==> src/rtl/mem_arbiter.sv <==
// Two-requester round-robin arbiter in front of a single-port data RAM.
// Each access takes IDLE -> ACCESS -> RESP, so a new grant is possible every third cycle.
module mem_arbiter #(
  parameter int AW = 8,
  parameter int DW = 16
) (
  input  logic          clk,
  input  logic          rst,
  input  logic          req0,
  input  logic          we0,
  input  logic [AW-1:0] addr0,
  input  logic [DW-1:0] wdata0,
  input  logic          req1,
  input  logic          we1,
  input  logic [AW-1:0] addr1,
  input  logic [DW-1:0] wdata1,
  output logic          ack0,
  output logic          ack1,
  output logic [DW-1:0] rd_data,
  output logic          cs_ram,
  output logic          wr_ram,
  output logic [AW-1:0] addr_ram,
  output logic [DW-1:0] wdata_ram,
  input  logic [DW-1:0] ram_rdata,
  output logic          busy
);

  typedef enum logic [1:0] {
    IDLE   = 2'd0,
    ACCESS = 2'd1,
    RESP   = 2'd2
  } state_t;

  state_t        state_q, state_d;
  logic          grant_q, grant_d;
  logic          last_grant_q, last_grant_d;
  logic          we_q, we_d;
  logic          cs_q, cs_d;
  logic          wr_q, wr_d;
  logic          ack0_q, ack0_d;
  logic          ack1_q, ack1_d;
  logic [AW-1:0] addr_q, addr_d;
  logic [DW-1:0] wdata_q, wdata_d;
  logic [DW-1:0] rd_data_q, rd_data_d;
  logic          elig0, elig1, pick;

  // A requester whose ack is showing this cycle is still holding req; it must not be re-granted.
  always_comb begin
    elig0        = req0 & ~ack0_q;
    elig1        = req1 & ~ack1_q;
    pick         = (elig0 & elig1) ? ~last_grant_q : elig1;

    state_d      = state_q;
    grant_d      = grant_q;
    last_grant_d = last_grant_q;
    we_d         = we_q;
    addr_d       = addr_q;
    wdata_d      = wdata_q;
    rd_data_d    = rd_data_q;
    cs_d         = 1'b0;
    wr_d         = 1'b0;
    ack0_d       = 1'b0;
    ack1_d       = 1'b0;

    case (state_q)
      IDLE: begin
        if (elig0 | elig1) begin
          grant_d = pick;
          we_d    = pick ? we1 : we0;
          addr_d  = pick ? addr1 : addr0;
          wdata_d = pick ? wdata1 : wdata0;
          cs_d    = 1'b1;
          wr_d    = pick ? we1 : we0;
          state_d = ACCESS;
        end
      end
      ACCESS: begin
        state_d = RESP;
      end
      RESP: begin
        if (!we_q) begin
          rd_data_d = ram_rdata;
        end
        ack0_d       = ~grant_q;
        ack1_d       = grant_q;
        last_grant_d = grant_q;
        state_d      = IDLE;
      end
      default: begin
        state_d = IDLE;
      end
    endcase
  end

  always_ff @(posedge clk) begin
    if (rst) begin
      state_q      <= IDLE;
      grant_q      <= 1'b0;
      last_grant_q <= 1'b1;
      we_q         <= 1'b0;
      cs_q         <= 1'b0;
      wr_q         <= 1'b0;
      ack0_q       <= 1'b0;
      ack1_q       <= 1'b0;
      addr_q       <= '0;
      wdata_q      <= '0;
      rd_data_q    <= '0;
    end else begin
      state_q      <= state_d;
      grant_q      <= grant_d;
      last_grant_q <= last_grant_d;
      we_q         <= we_d;
      cs_q         <= cs_d;
      wr_q         <= wr_d;
      ack0_q       <= ack0_d;
      ack1_q       <= ack1_d;
      addr_q       <= addr_d;
      wdata_q      <= wdata_d;
      rd_data_q    <= rd_data_d;
    end
  end

  // The ack cycle still belongs to the transaction, giving busy its three-cycle span.
  assign busy      = (state_q != IDLE) | ack0_q | ack1_q;
  assign ack0      = ack0_q;
  assign ack1      = ack1_q;
  assign rd_data   = rd_data_q;
  assign cs_ram    = cs_q;
  assign wr_ram    = wr_q;
  assign addr_ram  = addr_q;
  assign wdata_ram = wdata_q;

endmodule

==> config.mk <==
export PLATFORM = sky130hd
export DESIGN_NAME = mem_arbiter
export DESIGN_NICKNAME = d
export VERILOG_FILES = /design/src/rtl/mem_arbiter.sv
export SDC_FILE = /design/constraint.sdc
export NUM_CORES = 1
export LEC_CHECK = 0
export ABC_AREA = 1
export BUFFER_PORTS_ARGS = -buffer_cell sky130_fd_sc_hd__clkbuf_2
export CAP_MARGIN = 20
export CORE_MARGIN = 5
export CORE_UTILIZATION = 45
export CTS_CLUSTER_SIZE = 12
export DETAILED_ROUTE_END_ITERATION = 12
export GPL_TIMING_DRIVEN = 0
export PLACE_DENSITY = 0.79
export SETUP_SLACK_MARGIN = 0.15
export SLEW_MARGIN = 0
export SYNTH_ARGS = -nofsm -noshare
export SYNTH_HDL_FRONTEND = slang
export SYNTH_SLANG_ARGS = --single-unit
==> constraint.sdc <==
create_clock -name clk -period 3.3 [get_ports clk]
set_input_delay 0.825 -clock clk [delete_from_list [all_inputs] [get_ports clk]]
set_output_delay 0.825 -clock clk [all_outputs]
set_load 0.02 [all_outputs]
==> results.sh <==
export IMPL_fin_ws_ps=1360
export IMPL_die_x_um=82.0
export IMPL_setup_viol=0
export IMPL_clock_skew_ps=10.0
export IMPL_n_antenna_cell=0
export IMPL_post_place_ws_ps=1340
export IMPL_p_leak_nw=1.62
export IMPL_swShare=0.322
export IMPL_crit_required_ps=2470
export IMPL_slew_viol_final=0
export IMPL_die_y_um=82.0
export IMPL_finalHoldViolCount=0
export IMPL_hp_class="reg2reg"
export IMPL_dp_hpwl_um=4840
export IMPL_antenna_found_initial=0
export IMPL_wirelength_um=6260
export IMPL_top_usage_layer="met2"
export IMPL_grt_pass1_wl_um=10200
export IMPL_final_common_cell="clkbuf_2"
export IMPL_gp_congestion=0.794
export IMPL_synthToLayoutAreaGrowth_pct=33.1
export IMPL_cp_max_fo=3
export IMPL_grtUsageMet2=0.338
export IMPL_end_kind="output pin"
export IMPL_initial_utilization=0.460
export IMPL_drt_iter0_markers=65
export IMPL_fmax_ghz=0.515
export IMPL_tightest_slew_ps=469
export IMPL_rows=26
export IMPL_ys_ff_latch=49
export IMPL_syn_area_per_cell_um2=6.67
export IMPL_clkTransAtPathRegs_ps=90
export IMPL_power_share_clock=0.296
export IMPL_num_vias=2473
export IMPL_grt_pass1_vias=2346
export IMPL_ys_warnings_count=0
export IMPL_cts_tree="yes"
export IMPL_synth_area_um2=2330
export IMPL_comb_power_share=0.256
export IMPL_worstSetupPathType="reg2out"
export IMPL_ys_types=19
export IMPL_cts_resized=0
export IMPL_cts_root_buf="clkbuf_8"
export IMPL_critPathLaunchType="register"
export IMPL_synth_nets=420
export IMPL_fillerInstances=515
export IMPL_htree_num_levels=2
export IMPL_mostFrequentLayoutCells="clkbuf_2, nand2_1, nor2_1, dfxtp_1, nand3_1"
export IMPL_p_per_area_nw_per_um2=480
export IMPL_clk_latency_ps=310
export IMPL_max_slew_margin=0.687
export IMPL_finalCriticalPeriod_ps=1940
export IMPL_outcome="finished, final reports clean"
export IMPL_intPower_mw=1.01
export IMPL_numPortBuffers=114
export IMPL_rsz0062_at_grt="no"
export IMPL_setup_tns_ps=0
export IMPL_grt_ovfl_total=0
export IMPL_die_area_um2=6730
export IMPL_arrival_ps=1120
export IMPL_via_per_inst=4.56
export IMPL_postCtsHoldBufs=0
export IMPL_use_met1=0.230
export IMPL_drive_gt1_frac=0.299
export IMPL_use_met3=0.0581
export IMPL_core_um2=5070
export IMPL_cts_sinks=49
export IMPL_multi_input_area_um2=1120
export IMPL_ir_drop_mv=0.195
export IMPL_pwr_share_seq=0.448
export IMPL_seq_area_frac_synth=0.420
export IMPL_cap_violations=0
export IMPL_synth_cells=350
export IMPL_antenna_left=0
export IMPL_clk_path_buf_depth=2
export IMPL_post_cts_repair_setup_buffers=0
export IMPL_regArea_um2=981
export IMPL_grt_max_degree=17
export IMPL_ios=115
export IMPL_switching_power_uw=480
export IMPL_nets=541
export IMPL_fin_crit_sh=0.588
export IMPL_firstDrtPassIters=4
export IMPL_routedWlPerCell_um=11.5
export IMPL_cts_buffers=5
export IMPL_gr_usage_all_layers=0.195
export IMPL_drc=0
-- final cells by class --
cell class                      instances  area share
Buffer                                 21      0.0350
Sequential cell                        49       0.316
Clock buffer                            5      0.0221
Multi-Input combinational cell        247       0.361
Inverter                               33      0.0399
Clock inverter                          3      0.0149
Timing Repair Buffer                  114       0.184
Tap cell                               70      0.0282
-- through the flow --
step | utilization | area [um2] | power (mW) | instances | hold slack, ps
4_1_cts | 0.612 | 3110 | 1.51 | 542 | 467
3_5_place_dp | 0.590 | 2990 | 1.07 | 534 | 444
3_3_place_gp | 0.590 | 2990 | 1.06 | 534 | 442
5_1_grt | 0.612 | 3110 | 1.58 | 542 | 485
2_1_floorplan | - | 2330 | 0.934 | 350 | 422
6_report | 0.612 | 3110 | 1.49 | 542 | 464
-- synth_stat cells (all sizes together) --
library cell / instances / area share
clkbuf: 9 / 0.014
nor2: 59 / 0.10
nand3: 44 / 0.094
nor3: 1 / 0.0021
a21oi: 17 / 0.041
nand2: 102 / 0.17
clkinv: 2 / 0.0032
buf: 12 / 0.032
a21boi: 24 / 0.077
dfxtp: 49 / 0.42
inv: 31 / 0.050
-- kinds of logic (layout without fill, tap and decap cells) --
family | Yosys count | count (layout) | share of synthesized area
flops | 49 | 49 | 0.420
simple gates | 206 | 206 | 0.362
buf+inv | 54 | 176 | 0.0997
compound gates | 41 | 41 | 0.118
-- state kept, by name (all words and copies together), names as in the netlist --
signal / cells
state_q: 2
rd_data: 16
cs_ram: 1
ack0: 1
last_grant_q: 1
grant_q: 1
addr_ram: 8
we_q: 1
ack1: 1
wdata_ram: 16
wr_ram: 1
-- power by group through the flow --
stage / sequential [mW] / clock (mW) / combinational [mW]
after floorplan: 0.736 / 0 / 0.198
after global routing: 0.675 / 0.471 / 0.436
after global placement: 0.682 / 0 / 0.381
final: 0.669 / 0.442 / 0.382
after detailed placement: 0.683 / 0 / 0.386
after CTS: 0.669 / 0.451 / 0.387
-- final timing paths --
path	start	to	slack (ps)	cells after the start
max	state_q[0]	busy	1360	3
min	rd_data[9]	rd_data[9]	460	2
max reg2reg	ack0	addr_ram[5]	1900	6
min reg2reg	rd_data[9]	rd_data[9]	460	2
-- critical path: stages (launching register included) --
cell,delay (ps)
dfxtp_1,360
nor2_2,180
nand3_1,110
clkbuf_2,170
-- layer usage --
| metal | vias to the layer above | share of wire |
|---|---|---|
| li1 | 1330 | - |
| met1 | 1061 | 0.44 |
| met2 | 77 | 0.46 |
| met3 | 5 | 0.084 |
| met4 | 0 | 0.011 |
| met5 | - | 0 |
No activity file was read; power rests on OpenSTA's default activity.
